==> config.mk <==
export PLATFORM = sky130hd
export DESIGN_NAME = ctrl_unit_flat
export DESIGN_NICKNAME = d
export VERILOG_FILES = /design/src/rtl/ctrl_unit_if.sv /design/src/rtl/ctrl_unit.sv /design/src/flat_wrapper.sv
export SDC_FILE = /design/constraint.sdc
export NUM_CORES = 1
export LEC_CHECK = 0
export ABC_AREA = 1
export BUFFER_PORTS_ARGS = -buffer_cell sky130_fd_sc_hd__buf_4
export CAP_MARGIN = 15
export CORE_ASPECT_RATIO = 0.6
export CORE_UTILIZATION = 48
export DETAILED_ROUTE_END_ITERATION = 8
export PLACE_DENSITY = 0.72
export SKIP_LAST_GASP = 1
export SLEW_MARGIN = 0
export SYNTH_ARGS = -nofsm -noshare
export SYNTH_HDL_FRONTEND = slang
export SYNTH_SLANG_ARGS = --single-unit
==> constraint.sdc <==
create_clock -name Clock -period 1.65 [get_ports Clock]
set_clock_uncertainty 0.15 [all_clocks]
set_input_delay 0.0825 -clock Clock [delete_from_list [all_inputs] [get_ports Clock]]
set_output_delay 0.0825 -clock Clock [all_outputs]
set_load 0.1 [all_outputs]
==> src/rtl/ctrl_unit_if.sv <==
// Instruction ROM input and datapath control bus between ctrl_unit (master)
// and the surrounding datapath (slave).
interface ctrl_unit_if;
    logic [15:0] IR_in;
    logic        PC_clr;
    logic        PC_up;
    logic [7:0]  D_addr;
    logic        D_wr;
    logic        RF_s;
    logic [3:0]  RF_W_addr;
    logic        RF_W_en;
    logic [3:0]  RF_Ra_addr;
    logic [3:0]  RF_Rb_addr;
    logic [2:0]  ALU_s0;
    logic        Halt;
    logic        Illegal;
    logic [3:0]  State;

    modport master (
        input  IR_in,
        output PC_clr, PC_up, D_addr, D_wr, RF_s, RF_W_addr, RF_W_en,
               RF_Ra_addr, RF_Rb_addr, ALU_s0, Halt, Illegal, State
    );

    modport slave (
        output IR_in,
        input  PC_clr, PC_up, D_addr, D_wr, RF_s, RF_W_addr, RF_W_en,
               RF_Ra_addr, RF_Rb_addr, ALU_s0, Halt, Illegal, State
    );
endinterface

==> src/rtl/ctrl_unit.sv <==
// Moore instruction-sequencing FSM driving PC, data memory, register file and ALU.
// Define ILLEGAL_TRAP_EN to halt (with Illegal=1) on opcodes 6-15 instead of treating them as NOOP.
module ctrl_unit (
    input  logic        Clock,
    input  logic        Clr,
    ctrl_unit_if.master bus
);
    typedef enum logic [3:0] {
        INIT   = 4'd0,
        FETCH  = 4'd1,
        DECODE = 4'd2,
        LOAD_A = 4'd3,
        LOAD_B = 4'd4,
        STORE  = 4'd5,
        ADD    = 4'd6,
        SUB    = 4'd7,
        NOOP   = 4'd8,
        HALT   = 4'd9
    } state_t;

    typedef struct packed {
        logic       pc_clr;
        logic       pc_up;
        logic [7:0] d_addr;
        logic       d_wr;
        logic       rf_s;
        logic [3:0] w_addr;
        logic       w_en;
        logic [3:0] ra;
        logic [3:0] rb;
        logic [2:0] alu;
        logic       halt;
        logic       illegal;
    } ctl_t;

    state_t      state, state_nx;
    logic [15:0] ir, ir_nx;
    ctl_t        ctl, ctl_nx;

    // Outputs are a pure function of (state, IR); evaluating it on the next
    // state/IR lets them be registered without adding a cycle of lag.
    function automatic ctl_t decode(state_t s, logic [15:0] i);
        ctl_t c;
        c = '0;
        case (s)
            INIT:  c.pc_clr = 1'b1;
            FETCH: c.pc_up  = 1'b1;
            LOAD_A, LOAD_B: begin
                c.d_addr = i[7:0];
                c.rf_s   = 1'b1;
                c.w_addr = i[11:8];
                c.w_en   = (s == LOAD_B);
            end
            STORE: begin
                c.d_addr = i[7:0];
                c.ra     = i[11:8];
                c.d_wr   = 1'b1;
            end
            ADD, SUB: begin
                c.ra     = i[7:4];
                c.rb     = i[3:0];
                c.w_addr = i[11:8];
                c.w_en   = 1'b1;
                c.alu    = (s == ADD) ? 3'd1 : 3'd2;
            end
            HALT: begin
                c.halt = 1'b1;
`ifdef ILLEGAL_TRAP_EN
                c.illegal = (i[15:12] > 4'd5);
`else
                c.illegal = 1'b0;
`endif
            end
            default: c = '0;
        endcase
        return c;
    endfunction

    always_comb begin
        state_nx = INIT;
        ir_nx    = ir;
        case (state)
            INIT:   state_nx = FETCH;
            FETCH: begin
                state_nx = DECODE;
                ir_nx    = bus.IR_in;
            end
            DECODE: begin
                case (ir[15:12])
                    4'd0:    state_nx = LOAD_A;
                    4'd1:    state_nx = STORE;
                    4'd2:    state_nx = ADD;
                    4'd3:    state_nx = SUB;
                    4'd4:    state_nx = NOOP;
                    4'd5:    state_nx = HALT;
`ifdef ILLEGAL_TRAP_EN
                    default: state_nx = HALT;
`else
                    default: state_nx = NOOP;
`endif
                endcase
            end
            LOAD_A: state_nx = LOAD_B;
            LOAD_B, STORE, ADD, SUB, NOOP: state_nx = FETCH;
            HALT:   state_nx = HALT;
            default: state_nx = INIT;
        endcase
        ctl_nx = decode(state_nx, ir_nx);
    end

    always_ff @(posedge Clock) begin
        if (Clr) begin
            state <= INIT;
            ir    <= '0;
            ctl   <= decode(INIT, 16'h0000);
        end else begin
            state <= state_nx;
            ir    <= ir_nx;
            ctl   <= ctl_nx;
        end
    end

    assign bus.PC_clr     = ctl.pc_clr;
    assign bus.PC_up      = ctl.pc_up;
    assign bus.D_addr     = ctl.d_addr;
    assign bus.D_wr       = ctl.d_wr;
    assign bus.RF_s       = ctl.rf_s;
    assign bus.RF_W_addr  = ctl.w_addr;
    assign bus.RF_W_en    = ctl.w_en;
    assign bus.RF_Ra_addr = ctl.ra;
    assign bus.RF_Rb_addr = ctl.rb;
    assign bus.ALU_s0     = ctl.alu;
    assign bus.Halt       = ctl.halt;
    assign bus.Illegal    = ctl.illegal;
    assign bus.State      = state;
endmodule

==> src/flat_wrapper.sv <==
// flat-port wrapper written by rule: the top's interface ports become plain ports
module ctrl_unit_flat 
  (Clock, Clr, bus_IR_in, bus_PC_clr, bus_PC_up, bus_D_addr, bus_D_wr, bus_RF_s, bus_RF_W_addr, bus_RF_W_en, bus_RF_Ra_addr, bus_RF_Rb_addr, bus_ALU_s0, bus_Halt, bus_Illegal, bus_State);
  ctrl_unit_if bus_i ();
  input  logic Clock;
  input  logic Clr;
  input wire logic [$bits(bus_i.IR_in)-1:0] bus_IR_in;
  output wire logic [$bits(bus_i.PC_clr)-1:0] bus_PC_clr;
  output wire logic [$bits(bus_i.PC_up)-1:0] bus_PC_up;
  output wire logic [$bits(bus_i.D_addr)-1:0] bus_D_addr;
  output wire logic [$bits(bus_i.D_wr)-1:0] bus_D_wr;
  output wire logic [$bits(bus_i.RF_s)-1:0] bus_RF_s;
  output wire logic [$bits(bus_i.RF_W_addr)-1:0] bus_RF_W_addr;
  output wire logic [$bits(bus_i.RF_W_en)-1:0] bus_RF_W_en;
  output wire logic [$bits(bus_i.RF_Ra_addr)-1:0] bus_RF_Ra_addr;
  output wire logic [$bits(bus_i.RF_Rb_addr)-1:0] bus_RF_Rb_addr;
  output wire logic [$bits(bus_i.ALU_s0)-1:0] bus_ALU_s0;
  output wire logic [$bits(bus_i.Halt)-1:0] bus_Halt;
  output wire logic [$bits(bus_i.Illegal)-1:0] bus_Illegal;
  output wire logic [$bits(bus_i.State)-1:0] bus_State;
  assign bus_i.IR_in = bus_IR_in;
  assign bus_PC_clr = bus_i.PC_clr;
  assign bus_PC_up = bus_i.PC_up;
  assign bus_D_addr = bus_i.D_addr;
  assign bus_D_wr = bus_i.D_wr;
  assign bus_RF_s = bus_i.RF_s;
  assign bus_RF_W_addr = bus_i.RF_W_addr;
  assign bus_RF_W_en = bus_i.RF_W_en;
  assign bus_RF_Ra_addr = bus_i.RF_Ra_addr;
  assign bus_RF_Rb_addr = bus_i.RF_Rb_addr;
  assign bus_ALU_s0 = bus_i.ALU_s0;
  assign bus_Halt = bus_i.Halt;
  assign bus_Illegal = bus_i.Illegal;
  assign bus_State = bus_i.State;
  ctrl_unit u_core (.Clock(Clock), .Clr(Clr), .bus(bus_i));
endmodule
==> flow_summary.rst <==
.. list-table::
   :header-rows: 1

   * - Metric
     - Value
   * - Sequential cell area fraction in the yosys report
     - 55.7%
   * - Gate family responsible for the most delay along the worst path
     - simple AND/OR/NAND/NOR gates
   * - Number of non-filler instances in the completed layout
     - 308
   * - Number of pins with negative max-slew slack in the final report
     - 0
   * - Proportion of register bits with asynchronous set or reset after synthesis
     - 0%
   * - CTS clk-pin slew, worst paths
     - 80 ps
   * - Effective utilization at floorplan
     - 51.6%
   * - Slowest Stage Delay on Critical Path
     - 350 ps
   * - Routed len/inst
     - 12.6 um
   * - Count of final hold-check violations
     - 0
   * - Worst Path Class, Setup
     - flop to flop
   * - Placed instance area
     - 0.00216 mm^2
   * - Biggest area contributors in the synthesized netlist
     - sky130_fd_sc_hd__dfxtp_1, sky130_fd_sc_hd__nor2_1, sky130_fd_sc_hd__nand2_1
   * - Nature of the critical path startpoint
     - flop
   * - Routing usage on met3
     - 8.30%
   * - Share of post-route cells with drive strength above 1
     - 36.5%
   * - Number of standard-cell rows in the floorplan
     - 16
   * - Layout area overhead
     - 42.6%
   * - Crit path max-delay cell type
     - sky130_fd_sc_hd__dfxtp_1
   * - Outcome
     - complete, no violations
   * - DRT Pass-1 Iters
     - 4
   * - Clock tree from TritonCTS
     - yes
   * - GR Layer Usage met1
     - 29.5%
   * - Critical-path cell list
     - inv_1 > o21ai_1 > nor2_2 > nor2_2 > buf_4 > nor2_4 > nand2_2 > o21ai_1
   * - Post-Route WL
     - 3.89 mm
   * - Level count of the clock H-tree
     - 2
   * - Number of distinct library cell variants in the gate-level netlist after synthesis
     - 24
   * - Vias
     - 1449
   * - Via count of the first global-routing pass
     - 1371
   * - Congestion Overflow GR
     - 0
   * - Cell total after placement
     - 283
   * - Hold/Removal Path Class
     - input pin to flop
   * - EDFF count, synth
     - 0
   * - Global routing usage on met2
     - 32.8%
   * - Setup TNS
     - 0 ps
   * - Number of filler cells placed in the layout
     - 255
   * - DRC violations left
     - 0
   * - Overall routing resource usage
     - 21.8%
   * - Final Wtd Congestion
     - 0.888
   * - Most frequent standard cell in the layout excluding fill and tap cells
     - sky130_fd_sc_hd__buf_4
   * - Placed wire-length estimate after detailed placement
     - 2.69 mm
   * - Final setup margin
     - 75.1 ps
   * - Most frequent cells in the layout
     - sky130_fd_sc_hd__buf_4, sky130_fd_sc_hd__dfxtp_1, sky130_fd_sc_hd__nor2_1
   * - Detail-routed via count per cell
     - 4.70
   * - Antenna violations before repair
     - 0
   * - Area of the die
     - 0.00384 mm^2
   * - Largest net degree at the start of global routing
     - 21
   * - Tcrit/Tclk final
     - 95.4%
   * - DRT antenna net count
     - 0
   * - Cell at the root of the clock tree
     - sky130_fd_sc_hd__clkbuf_8
   * - Maximum VDD drop
     - 0.984 mV
   * - Number of buffers on the longest clock path
     - 2
   * - Warnings, synthesis
     - 0
   * - Maximum achievable frequency
     - 635 MHz
   * - Setup crit end kind
     - flop
   * - Number of top-level design ports
     - 52
   * - Area share of the largest cell type after synthesis
     - 55.7%
   * - Per-instance average area after synthesis
     - 9.12 um^2
   * - Library cell occupying the most area in the post-synthesis netlist
     - sky130_fd_sc_hd__dfxtp_1
   * - Worst-Skew Late Latency
     - 290 ps
   * - Required time worst endpoint
     - 1670 ps
   * - Die Span X
     - 79.4 um
   * - Critical path buffers and inverters
     - 2
   * - Number of buffer cells added on primary ports
     - 49
   * - Max Cap Viol
     - 0
   * - Unrepaired setup endpoints after global routing
     - true
   * - GR peak layer
     - met2
   * - Pwr/cell area
     - 2000 mW/mm^2
   * - Die height
     - 48.4 um
   * - Placeable core region
     - 0.00334 mm^2
   * - Minimum clock period after layout
     - 1570 ps
   * - Critical path arrival
     - 1600 ps
   * - Pre-CTS setup slack
     - 104 ps
   * - Main flop type after synthesis
     - sky130_fd_sc_hd__dfxtp_1
   * - Layout Cell Area excl Fill
     - 0.00246 mm^2
   * - Largest fanout of any net on the critical path
     - 6
   * - Final nets
     - 280
   * - Number of buffers created by CTS
     - 5
   * - Total number of clock tree sinks
     - 48
   * - Antenna Cells
     - 0
   * - Leak pwr
     - 1.18 nW
   * - First-pass GRT wire length
     - 6.29 mm
   * - Post-synthesis register bit count
     - 48
   * - Post-synthesis cell count
     - 189
   * - Post-synthesis instance area
     - 0.00172 mm^2
   * - Setup violation total in the final timing report
     - 0
   * - Number of DRC violations after detailed-routing iteration 0
     - 88
-- flip-flops by register name, summed over array words and instances (netlist names) --
name	flops
u_core.bus.ALU_s0	2
u_core.bus.RF_W_en	1
u_core.bus.RF_Ra_addr	4
u_core.bus.PC_up	1
u_core.bus.State	4
u_core.bus.Halt	1
u_core.bus.RF_Rb_addr	4
u_core.ir	16
u_core.bus.D_wr	1
u_core.bus.RF_s	1
u_core.bus.PC_clr	1
u_core.bus.RF_W_addr	4
u_core.bus.D_addr	8
-- timing repair --
item                       in CTS  in global routing
hold buffers                   14                  0
setup endpoints to repair       0                 18
hold endpoints to repair       30                  0
buffers inserted                0                  3
resized for setup               0                  7
-- tightest hold or removal path, delay by kind of cell --
family | cells | cell delay, ps
and+or+nand+nor | 1 | 170
buffers and inverters | 1 | 80
AOI/OAI and AO/OA | 1 | 80
-- synth_stat cells, types with 3 or more instances --
cell type,number
sky130_fd_sc_hd__mux2i_4,3
sky130_fd_sc_hd__mux2i_1,5
sky130_fd_sc_hd__a21oi_1,7
sky130_fd_sc_hd__nor2_1,38
sky130_fd_sc_hd__dfxtp_1,48
sky130_fd_sc_hd__o21ai_1,5
sky130_fd_sc_hd__nor3_1,4
sky130_fd_sc_hd__nand2_2,3
sky130_fd_sc_hd__nand3_2,5
sky130_fd_sc_hd__nor2_2,4
sky130_fd_sc_hd__o21ai_0,8
sky130_fd_sc_hd__nand3_1,3
sky130_fd_sc_hd__nand2_1,25
sky130_fd_sc_hd__inv_1,16
-- cell families (layout without fill, tap and decap cells) --
family                 count (synthesis)  count (layout)  share of synthesized area [%]
AND/OR/NAND/NOR                       87              87                           24.2
buffers and inverters                 24              97                           6.75
multiplexers                           8               8                           6.82
other                                  1               2                          0.217
flip-flops                            48              48                           55.7
AO/OA/AOI/OAI                         21              21                           6.31
-- final cells by class --
class | instances | area, um^2 | share of cell area, %
clock buffers | 8 | 121 | 4.94
inverters | 18 | 70.1 | 2.85
multi-input cells | 118 | 666 | 27.1
flip-flops and latches | 48 | 977 | 39.7
well taps | 45 | 56.3 | 2.29
repair buffers | 71 | 568 | 23.1
-- where the power goes --
part | switching, mW | internal (mW)
registers | 0.134 | 1.42
logic | 1.80 | 0.714
clock network | 0.377 | 0.474
-- per-stage QoR --
stage          hold slack [ps]  power (mW)  utilization [%]
5_1_grt                   20.4        5.18             73.5
2_1_floorplan             80.0        3.49                -
4_1_cts                   6.51        4.81             72.3
6_report                  23.5        4.92             73.5
3_3_place_gp               194        3.94             64.5
3_5_place_dp               197        3.94             64.5
-- worst paths after layout --
kind                            cells after the start                                   to  slack (ps)                        from
worst max register to register                      8  u_core.bus.RF_Ra_addr[2]$_SDFF_PP0_          80  u_core.ir[12]$_SDFFE_PP0P_
worst max-delay path                                8  u_core.bus.RF_Ra_addr[2]$_SDFF_PP0_          80  u_core.ir[12]$_SDFFE_PP0P_
worst min register to register                      2              u_core.ir[8]$_SDFF_PP0_         360     u_core.ir[8]$_SDFF_PP0_
worst min-delay path                                3              u_core.ir[8]$_SDFF_PP0_          20                bus_IR_in[8]
-- layer usage --
layer  wire length (um)  part of all wire, %
met5                  0                    0
met1               1870                   48
met3                289                  7.4
met2               1710                   44
met4                 12                 0.31
Power figures use the tool's default switching activity.
